File: config.mk
export PLATFORM = sky130hd
export DESIGN_NAME = cordic_angle_sequencer
export DESIGN_NICKNAME = d
export VERILOG_FILES = /design/src/rtl/cordic_angle_sequencer.sv
export SDC_FILE = /design/constraint.sdc
export NUM_CORES = 1
export LEC_CHECK = 0
export CORE_ASPECT_RATIO = 0.9
export CORE_MARGIN = 2
export CORE_UTILIZATION = 45
export CTS_CLUSTER_DIAMETER = 40
export DETAILED_ROUTE_END_ITERATION = 6
export GPL_ROUTABILITY_DRIVEN = 0
export GPL_TIMING_DRIVEN = 0
export HOLD_SLACK_MARGIN = 0.05
export PLACE_DENSITY = 0.79
export SYNTH_ARGS = -nofsm -noshare
export SYNTH_HDL_FRONTEND = slang
export SYNTH_SLANG_ARGS = --single-unit
File: constraint.sdc
create_clock -name clk -period 2.5 [get_ports clk]
set_input_delay 0.625 -clock clk [delete_from_list [all_inputs] [get_ports clk]]
set_output_delay 0.625 -clock clk [all_outputs]
set_load 0.02 [all_outputs]
File: src/rtl/cordic_angle_sequencer.sv
`default_nettype none
// +----------------------------------------------------------------------------+
// | cordic_angle_sequencer: streams atan(2^-i) angle constants with handshake  |
// | and offers a registered random-access lookup port.  Rev 1.0                |
// +----------------------------------------------------------------------------+
module cordic_angle_sequencer #(
  parameter int WORD_LENGTH    = 16,
  parameter int ITERATIONS     = 14,
  parameter int ADDRESS_LENGTH = 5
) (
  input  logic                      clk,
  input  logic                      rst_n,
  input  logic                      start,
  input  logic                      abort,
  output logic                      busy,
  output logic                      angle_valid,
  input  logic                      angle_ready,
  output logic [WORD_LENGTH-1:0]    angle,
  output logic [ADDRESS_LENGTH-1:0] index,
  output logic                      last,
  output logic                      done,
  input  logic                      lookup_en,
  input  logic [ADDRESS_LENGTH-1:0] lookup_addr,
  output logic [WORD_LENGTH-1:0]    lookup_data
);

  typedef enum logic [0:0] {
    IDLE   = 1'b0,
    STREAM = 1'b1
  } state_t;

  localparam logic [ADDRESS_LENGTH-1:0] LAST_INDEX = ADDRESS_LENGTH'(ITERATIONS - 1);

  // floor(atan(2^-i) * 2^32 / (2*pi)); narrower words are truncations of these
  function automatic logic [31:0] t32(input logic [4:0] i);
    logic [31:0] v;
    case (i)
      5'd0:  v = 32'h2000_0000;
      5'd1:  v = 32'h12E4_051D;
      5'd2:  v = 32'h09FB_385B;
      5'd3:  v = 32'h0511_11D4;
      5'd4:  v = 32'h028B_0D43;
      5'd5:  v = 32'h0145_D7E1;
      5'd6:  v = 32'h00A2_F61E;
      5'd7:  v = 32'h0051_7C55;
      5'd8:  v = 32'h0028_BE53;
      5'd9:  v = 32'h0014_5F2E;
      5'd10: v = 32'h000A_2F98;
      5'd11: v = 32'h0005_17CC;
      5'd12: v = 32'h0002_8BE6;
      5'd13: v = 32'h0001_45F3;
      5'd14: v = 32'h0000_A2F9;
      5'd15: v = 32'h0000_517C;
      5'd16: v = 32'h0000_28BE;
      5'd17: v = 32'h0000_145F;
      5'd18: v = 32'h0000_0A2F;
      5'd19: v = 32'h0000_0517;
      5'd20: v = 32'h0000_028B;
      5'd21: v = 32'h0000_0145;
      5'd22: v = 32'h0000_00A2;
      5'd23: v = 32'h0000_0051;
      5'd24: v = 32'h0000_0028;
      5'd25: v = 32'h0000_0014;
      5'd26: v = 32'h0000_000A;
      5'd27: v = 32'h0000_0005;
      5'd28: v = 32'h0000_0002;
      5'd29: v = 32'h0000_0001;
      default: v = 32'h0000_0000;
    endcase
    return v;
  endfunction

  function automatic logic [WORD_LENGTH-1:0] word(input logic [4:0] i);
    return WORD_LENGTH'(t32(i) >> (32 - WORD_LENGTH));
  endfunction

  state_t                      state_q, state_d;
  logic [ADDRESS_LENGTH-1:0]   index_q, index_d;
  logic [WORD_LENGTH-1:0]      angle_q, angle_d;
  logic                        last_q, last_d;
  logic                        done_q, done_d;
  logic [WORD_LENGTH-1:0]      lookup_data_q, lookup_data_d;
  logic [ADDRESS_LENGTH-1:0]   next_index;

  assign next_index = index_q + ADDRESS_LENGTH'(1);

  always_comb begin
    state_d       = state_q;
    index_d       = index_q;
    angle_d       = angle_q;
    last_d        = last_q;
    done_d        = 1'b0;
    lookup_data_d = lookup_data_q;

    if (lookup_en) begin
      lookup_data_d = word(lookup_addr);
    end

    case (state_q)
      IDLE: begin
        if (start) begin
          state_d = STREAM;
          index_d = '0;
          angle_d = word(5'd0);
          last_d  = (LAST_INDEX == '0);
        end
      end
      STREAM: begin
        // abort wins over a coincident transfer, even on the final beat
        if (abort) begin
          state_d = IDLE;
          index_d = '0;
          angle_d = '0;
          last_d  = 1'b0;
        end else if (angle_ready) begin
          if (last_q) begin
            state_d = IDLE;
            index_d = '0;
            angle_d = '0;
            last_d  = 1'b0;
            done_d  = 1'b1;
          end else begin
            index_d = next_index;
            angle_d = word(next_index);
            last_d  = (next_index == LAST_INDEX);
          end
        end
      end
      default: state_d = IDLE;
    endcase
  end

  always_ff @(posedge clk or negedge rst_n) begin
    if (!rst_n) begin
      state_q       <= IDLE;
      index_q       <= '0;
      angle_q       <= '0;
      last_q        <= 1'b0;
      done_q        <= 1'b0;
      lookup_data_q <= '0;
    end else begin
      state_q       <= state_d;
      index_q       <= index_d;
      angle_q       <= angle_d;
      last_q        <= last_d;
      done_q        <= done_d;
      lookup_data_q <= lookup_data_d;
    end
  end

  assign busy        = (state_q == STREAM);
  assign angle_valid = (state_q == STREAM);
  assign angle       = angle_q;
  assign index       = index_q;
  assign last        = last_q;
  assign done        = done_q;
  assign lookup_data = lookup_data_q;

endmodule
`default_nettype wire

==> results.json, run 1 <==
{
  "fin_crit_sh": 0.899,
  "clk_pin_slew_worst_paths_ps": 70,
  "tightest_slew_ps": 788,
  "cts-buffers-inserted": 5,
  "drive_gt1_frac": 0.0940,
  "endpoint_kind": "flop",
  "yosys_most_used_dff": "dfrtp_1",
  "wl_met1_um": 2270,
  "leakage_uw": 0.00117,
  "slowest_stage": "nor3b_1",
  "via_count": 1644,
  "drt_iter0_markers": 156,
  "antenna_found_initial": 0,
  "cp-start-kind": "input port",
  "worstSetupPathType": "in -> reg",
  "clk_latency_ps": 280,
  "hold_class": "in -> async",
  "rr_endpoint": "angle[0]",
  "status": "complete, no violations",
  "p_clk_frac": 0.286,
  "final_common_cell": "clkdlybuf4s50_1",
  "cp-endpoint": "angle[7]",
  "root_buffer": "clkbuf_8",
  "hold_slack_ps": 421,
  "async_reset_ff_frac": 1.00,
  "htree_levels": 2,
  "synth_top_area_frac": 0.447,
  "grt_max_degree": 37,
  "die_h_um": 67.5,
  "synth.distinct_cells": 39,
  "synth.yosys.warnings": 0,
  "cpLargestDelayFamily": "simple AND/OR/NAND/NOR gates",
  "period_needed_ps": 2250,
  "grt_usage": 0.199,
  "slew_headroom": 0.475,
  "antenna_cells": 0,
  "yosysTopAreaCell": "dfrtp_1",
  "cp.depth": 5,
  "clock.fmax_ghz": 0.445,
  "timing.rr.start": "index[1]",
  "fin_tns_setup_ps": 0,
  "start_util": 0.461,
  "cts_setup_buffers": 0,
  "hold_viol": 0,
  "rsz0062_at_grt": "no",
  "wl_per_cell_um": 13.6,
  "syn_inst": 210,
  "cts_sinks": 36,
  "grt_pass1_wl_um": 7510,
  "instances_no_fill": 328,
  "ctsHoldBuffers": 0,
  "slew_viol_final": 0,
  "cts_tree": "yes",
  "final_nets": 287,
  "slowest_delay_ps": 550,
  "area_growth_pct": 31.0,
  "crit_fanout": 7,
  "placed_cell_area_um2": 2550,
  "reg2reg_slack_ps": 400,
  "final_cell_mix": "44 x clkdlybuf4s50_1, 36 x dfrtp_1, 30 x nand2_1, 20 x inv_1, 14 x o21ai_1",
  "power_frac_seq": 0.446,
  "coreArea_um2": 4370,
  "die_w_um": 74.6,
  "first_global_vias": 1507,
  "cts_buffer_depth": 2,
  "rows": 23,
  "seq_area_frac_synth": 0.447,
  "required_ps": 2710,
  "drc": 0,
  "sw_frac_of_total": 0.306,
  "reg2regPathDepth": 4,
  "p_switching_uw": 454,
  "routed-wl-met2_um": 1960,
  "setup_violations": 0,
  "path_cells": "clkdlybuf4s50_1, nand2b_1, nor3b_1, nand3_1, o21ai_1",
  "skew_ps": 6.42,
  "wl_met3_um": 203,
  "drtPass1Iterations": 4,
  "fillers": 412,
  "pwr-share-comb": 0.268,
  "hpwlAfterDp_um": 3190,
  "io_buffers": 45,
  "intPower_uw": 1030,
  "worstSetupStartpoint": "abort",
  "route.top_layer_used": "met4",
  "postRouteAntennaNets": 0,
  "io_pins": 52,
  "syn_avg_cell_area_um2": 9.60,
  "vdd_drop_max_mv": 0.392,
  "via_per_inst": 5.01,
  "dp_cells": 320,
  "post_cts_resized": 0,
  "p_per_area_nw_per_um2": 561,
  "synth_area_um2": 2020,
  "grt_overflow": 0,
  "final_cell_area_um2": 2640,
  "synth.top_cells.by_area": "dfrtp_1 45%, ha_1 6.8%, nand2_1 5.6%, inv_1 3.7%, mux2i_1 3.5%",
  "wirelength_um": 4470,
  "synth_edf_count": 0,
  "worst_ep_arrival_time_ps": 2450,
  "maxCapViolations": 0,
  "crit_buf_inv": 1,
  "dieArea_um2": 5030,
  "ys_seq_elements": 36
}
[layer usage]
metal  up-vias  GRT usage
li1        821          -
met4         0     0.0402
met2        42      0.284
met3         2     0.0552
met1       779      0.302
met5         -          0
[worst reg2reg max path, delay by kind of cell, from the launching register on]
kind	cells	cell delay, ps
compound gates	1	200
xor+xnor	1	310
fa+ha+maj	1	440
flops	1	500
mux	1	540
[state kept, by name, summed over array words and instances, names as in the netlist]
signal and cells:
last 1, angle_valid 1, angle 14, done 1
lookup_data 14, index 5
[cells in the mapped netlist (2+ instances only)]
library cell / n
a21boi_1: 2
a21oi_1: 5
a22o_1: 5
a32o_1: 4
and2_1: 3
buf_2: 5
buf_4: 6
clkbuf_1: 6
dfrtp_1: 36
ha_1: 11
inv_1: 20
mux2i_1: 7
nand2_1: 30
nand2b_1: 4
nand3_1: 4
nor2_1: 9
o21ai_0: 8
o21ai_1: 14
o22ai_1: 9
xnor2_2: 2
xor2_1: 2
[cell families (layout without fill, tap and decap cells)]
| family | count (synthesis) | in the layout | share of synthesized area |
|---|---|---|---|
| xor+xnor | 6 | 6 | 0.0465 |
| flops | 36 | 36 | 0.447 |
| mux | 9 | 9 | 0.0515 |
| simple gates | 58 | 58 | 0.139 |
| compound gates | 52 | 52 | 0.163 |
| fa+ha+maj | 11 | 11 | 0.0682 |
| other cells | 1 | 4 | 0.00186 |
| buf+inv | 37 | 90 | 0.0831 |
[power by group through the flow]
stage	combinational [uW]	clock (uW)	sequential, uW
finish	398	424	660
global route	437	456	666
CTS	399	437	660
detailed placement	396	0	671
global placement	389	0	669
floorplan	178	0	721
[worst min-delay path by stage]
stage,endpoint,slack (ps),cells past startpoint
floorplan,angle[0],330,0
global placement,angle[7],470,2
detailed placement,angle[11],480,2
CTS,angle[2],440,1
global route,angle[2],480,1
finish,index[2],420,1
[cell type report]
class | count | area, um^2 | area share
multi-input combinational | 140 | 960 | 0.363
sequential | 36 | 901 | 0.341
timing repair buffer | 45 | 445 | 0.169
buffer | 17 | 92.6 | 0.0351
clock buffer | 8 | 90.1 | 0.0341
tap | 62 | 77.6 | 0.0294
inverter | 20 | 75.1 | 0.0284
[through the flow]
step / util / setup slack [ps] / power [uW]
floorplan: - / 492 / 899
global placement: 0.584 / 47.9 / 1060
detailed placement: 0.583 / 23.8 / 1070
CTS: 0.604 / 305 / 1500
global route: 0.604 / 80.6 / 1560
finish: 0.604 / 252 / 1480
No activity file was read; power rests on OpenSTA's default activity.
==> run 2, diff against run 1 <==
--- a/config.mk
+++ b/config.mk
@@ -14,6 +14,8 @@
 export GPL_TIMING_DRIVEN = 0
 export HOLD_SLACK_MARGIN = 0.05
 export PLACE_DENSITY = 0.79
+export SETUP_SLACK_MARGIN = 0.15
 export SYNTH_ARGS = -nofsm -noshare
 export SYNTH_HDL_FRONTEND = slang
 export SYNTH_SLANG_ARGS = --single-unit
+export TNS_END_PERCENT = 1
==> results.json, run 2 (synthesis gave the netlist of run 1 again) <==
{
  "hpwlAfterDp_um": 3190,
  "wl_per_cell_um": 13.5,
  "cts_buffer_depth": 2,
  "clk_latency_ps": 280,
  "period_needed_ps": 2100,
  "vdd_drop_max_mv": 0.392,
  "clock.fmax_ghz": 0.477,
  "via_count": 1659,
  "drive_gt1_frac": 0.0977,
  "cp-start-kind": "flop",
  "hold_class": "in -> async",
  "timing.rr.start": "index[1]",
  "setup_violations": 0,
  "cp-endpoint": "angle[0]",
  "final_common_cell": "clkdlybuf4s50_1",
  "fin_tns_setup_ps": 0,
  "rsz0062_at_grt": "no",
  "status": "complete, no violations",
  "antenna_found_initial": 0,
  "grt_usage": 0.199,
  "leakage_uw": 0.00117,
  "fin_crit_sh": 0.838,
  "path_cells": "ha_1, xor2_4, mux4_2, a22o_1",
  "htree_levels": 2,
  "fillers": 413,
  "clk_pin_slew_worst_paths_ps": 70,
  "slew_headroom": 0.476,
  "reg2reg_slack_ps": 400,
  "final_nets": 287,
  "hold_viol": 0,
  "dieArea_um2": 5030,
  "final_cell_mix": "44 x clkdlybuf4s50_1, 36 x dfrtp_1, 30 x nand2_1, 20 x inv_1, 14 x o21ai_1",
  "endpoint_kind": "flop",
  "via_per_inst": 5.06,
  "skew_ps": 6.91,
  "grt_overflow": 0,
  "worstSetupStartpoint": "index[1]",
  "p_per_area_nw_per_um2": 560,
  "io_buffers": 45,
  "cts-buffers-inserted": 5,
  "postRouteAntennaNets": 0,
  "rr_endpoint": "angle[0]",
  "start_util": 0.461,
  "slowest_stage": "mux4_2",
  "first_global_vias": 1507,
  "grt_max_degree": 37,
  "drt_iter0_markers": 143,
  "area_growth_pct": 31.2,
  "drtPass1Iterations": 4,
  "die_w_um": 74.6,
  "cts_sinks": 36,
  "crit_fanout": 7,
  "die_h_um": 67.5,
  "rows": 23,
  "slowest_delay_ps": 540,
  "reg2regPathDepth": 4,
  "coreArea_um2": 4370,
  "worst_ep_arrival_time_ps": 2270,
  "hold_slack_ps": 421,
  "io_pins": 52,
  "antenna_cells": 0,
  "required_ps": 2670,
  "maxCapViolations": 0,
  "ctsHoldBuffers": 0,
  "grt_pass1_wl_um": 7510,
  "worstSetupPathType": "reg -> reg",
  "drc": 0,
  "tightest_slew_ps": 787,
  "slew_viol_final": 0,
  "root_buffer": "clkbuf_8",
  "cts_tree": "yes",
  "wirelength_um": 4430
}
## run 2: changes by cell type in the layout (fill, tap and decap cells not counted)
cell,delta
nor3b_1,-1
nor3b_2,+1
## run 2: repair_timing
action / 4_1_cts / 5_1_grt
buffers inserted: 0 / 0
setup endpoints to repair: 0 / 7
hold endpoints to repair: 0 / 0
gates resized for setup: 0 / 1
## run 2: power breakdown
| part | internal, uW | switching, uW |
|---|---|---|
| clock network | 225 | 198 |
| logic | 177 | 220 |
| registers | 627 | 33.9 |
| total | 1030 | 452 |
## run 2: area by class of cell
class                           instances  area, um^2  share of cell area
Clock buffer                            8        90.1              0.0340
Inverter                               20        75.1              0.0284
Tap cell                               62        77.6              0.0293
Timing Repair Buffer                   45         445               0.168
Sequential cell                        36         901               0.340
Buffer                                 17        92.6              0.0350
Multi-Input combinational cell        140         965               0.365
## run 2: worst min path at each step
stage / slack (ps) / startpoint / to / cells past startpoint
5_1_grt: 480 / rst_n / angle[2] / 1
3_3_place_gp: 470 / angle[7] / angle[7] / 2
3_5_place_dp: 480 / angle[11] / angle[11] / 2
6_report: 420 / rst_n / index[2] / 1
4_1_cts: 440 / rst_n / angle[2] / 1
2_1_floorplan: 330 / rst_n / angle[0] / 0
## run 2: through the flow
stage | util | cell area, um^2 | std cells | setup WS [ps] | power (uW)
3_5_place_dp | 0.583 | 2550 | 320 | 23.8 | 1070
3_3_place_gp | 0.584 | 2560 | 320 | 47.9 | 1060
5_1_grt | 0.605 | 2650 | 328 | 306 | 1560
6_report | 0.605 | 2650 | 328 | 405 | 1480
4_1_cts | 0.604 | 2640 | 328 | 305 | 1500
2_1_floorplan | - | 2030 | 213 | 492 | 899
## run 2: per-layer routing
| layer | global-route usage | part of all wire | vias to the layer above |
|---|---|---|---|
| li1 | - | - | 821 |
| met1 | 0.302 | 0.50 | 792 |
| met2 | 0.284 | 0.45 | 44 |
| met3 | 0.0552 | 0.050 | 2 |
| met4 | 0.0402 | 0.0061 | 0 |
| met5 | 0 | 0 | - |
## run 2: critical path, delay by kind of cell, from the launching register on
kind | cells | cell delay, ps
compound gates | 1 | 200
xor+xnor | 1 | 310
fa+ha+maj | 1 | 440
flops | 1 | 500
mux | 1 | 540
==> run 3, diff against run 2 <==
==> constraint.sdc (replaced) <==
create_clock -name clk -period 2.1 [get_ports clk]
set_input_delay 0.525 -clock clk [delete_from_list [all_inputs] [get_ports clk]]
set_output_delay 0.525 -clock clk [all_outputs]
set_load 0.02 [all_outputs]
==> results.json, run 3 (synthesis gave the netlist of run 1 again) <==
{
  "status": "complete, no violations",
  "reg2regPathDepth": 5,
  "required_ps": 1570,
  "io_pins": 52,
  "worstSetupPathType": "reg -> out",
  "slew_headroom": 0.468,
  "first_global_vias": 1537,
  "timing.rr.start": "index[0]",
  "worst_ep_arrival_time_ps": 1400,
  "drive_gt1_frac": 0.120,
  "cp-start-kind": "flop",
  "wl_per_cell_um": 12.9,
  "hold_viol": 0,
  "via_count": 1656,
  "antenna_found_initial": 0,
  "grt_max_degree": 37,
  "hpwlAfterDp_um": 3120,
  "p_switching_uw": 528,
  "period_needed_ps": 1920,
  "grt_usage": 0.186,
  "via_per_inst": 5.03,
  "seq_area_um2": 903,
  "clk_pin_slew_worst_paths_ps": 60,
  "rsz0062_at_grt": "yes",
  "final_common_cell": "clkdlybuf4s50_1",
  "wirelength_um": 4250,
  "die_w_um": 74.6,
  "intPower_uw": 1190,
  "post-place-ws_ps": -180,
  "drtPass1Iterations": 4,
  "endpoint_kind": "output port",
  "maxCapViolations": 0,
  "fin_crit_sh": 0.914,
  "final_cell_mix": "43 x clkdlybuf4s50_1, 34 x dfrtp_1, 30 x nand2_1, 20 x inv_1, 14 x o21ai_1",
  "dieArea_um2": 5030,
  "area_growth_pct": 33.0,
  "io_buffers": 45,
  "leakage_uw": 0.00119,
  "p_clk_frac": 0.262,
  "grt_pass1_wl_um": 7090,
  "tightest_slew_ps": 798,
  "antenna_cells": 0,
  "p_per_area_nw_per_um2": 641,
  "skew_ps": 3.50,
  "grt_overflow": 0,
  "root_buffer": "clkbuf_8",
  "coreArea_um2": 4370,
  "multi_input_area_um2": 993,
  "drt_iter0_markers": 137,
  "ctsHoldBuffers": 0,
  "final_nets": 289,
  "worstSetupStartpoint": "angle_valid",
  "sw_frac_of_total": 0.307,
  "cts_buffer_depth": 2,
  "start_util": 0.461,
  "timing.final.ws_setup_ps": 180,
  "slew_viol_final": 0,
  "crit_fanout": 4,
  "reg2reg_slack_ps": 180,
  "pwr-share-comb": 0.281,
  "fin_tns_setup_ps": 0,
  "power_frac_seq": 0.457,
  "cts_sinks": 36,
  "rr_endpoint": "angle[0]",
  "postRouteAntennaNets": 0,
  "setup_violations": 0,
  "rows": 23,
  "vdd_drop_max_mv": 0.395,
  "cts-buffers-inserted": 5,
  "htree_levels": 2,
  "utilization": 0.613,
  "die_h_um": 67.5,
  "drc": 0,
  "fillers": 392,
  "clk_latency_ps": 280,
  "hold_class": "in -> async",
  "cts_tree": "yes",
  "clock.fmax_ghz": 0.521
}
-- run 3: power by group through the flow --
stage	Sequential (uW)	Clock, uW	Combinational [uW]
after floorplan	859	0	212
after global placement	796	0	464
after detailed placement	797	0	473
after CTS	787	471	476
after global routing	793	503	529
final	786	450	483
-- run 3: cell type report --
| class | count | share of cell area |
|---|---|---|
| tap | 62 | 0.0289 |
| clock inverter | 1 | 0.00187 |
| multi-input combinational | 140 | 0.370 |
| inverter | 20 | 0.0280 |
| buffer | 17 | 0.0345 |
| clock buffer | 6 | 0.0271 |
| sequential | 36 | 0.337 |
| timing repair buffer | 47 | 0.173 |
-- run 3: worst max-delay path by stage --
| stage | endpoint | slack (ps) |
|---|---|---|
| after global routing | angle[0] | 110 |
| after global placement | lookup_data[1] | -250 |
| after detailed placement | angle[6] | -180 |
| after floorplan | angle[0] | 150 |
| after CTS | angle[6] | 110 |
| final | busy | 180 |
-- run 3: what timing repair did --
| item | 4_1_cts | 5_1_grt |
|---|---|---|
| resized for setup | 2 | 5 |
| setup endpoints to repair | 10 | 18 |
| setup buffers | 0 | 2 |
-- run 3: worst max-delay path: stages, from the launching register on --
cell,delay [ps]
dfrtp_1,400
buf_4,130
clkdlybuf4s50_1,590
-- run 3: metrics by stage --
stage / hold WS [ps] / total power, uW / cell area (um^2) / std cells
after global routing: 393 / 1830 / 2680 / 329
after global placement: 472 / 1260 / 2560 / 320
after CTS: 360 / 1730 / 2640 / 327
final: 327 / 1720 / 2680 / 329
after floorplan: 229 / 1070 / 2030 / 213
after detailed placement: 478 / 1270 / 2550 / 320
-- run 3: layer usage --
metal,wire length (um),vias up,track usage
li1,-,818,-
met1,2090,771,0.267
met2,1850,60,0.273
met3,236,7,0.0373
met4,76,0,0.0759
met5,0,-,0
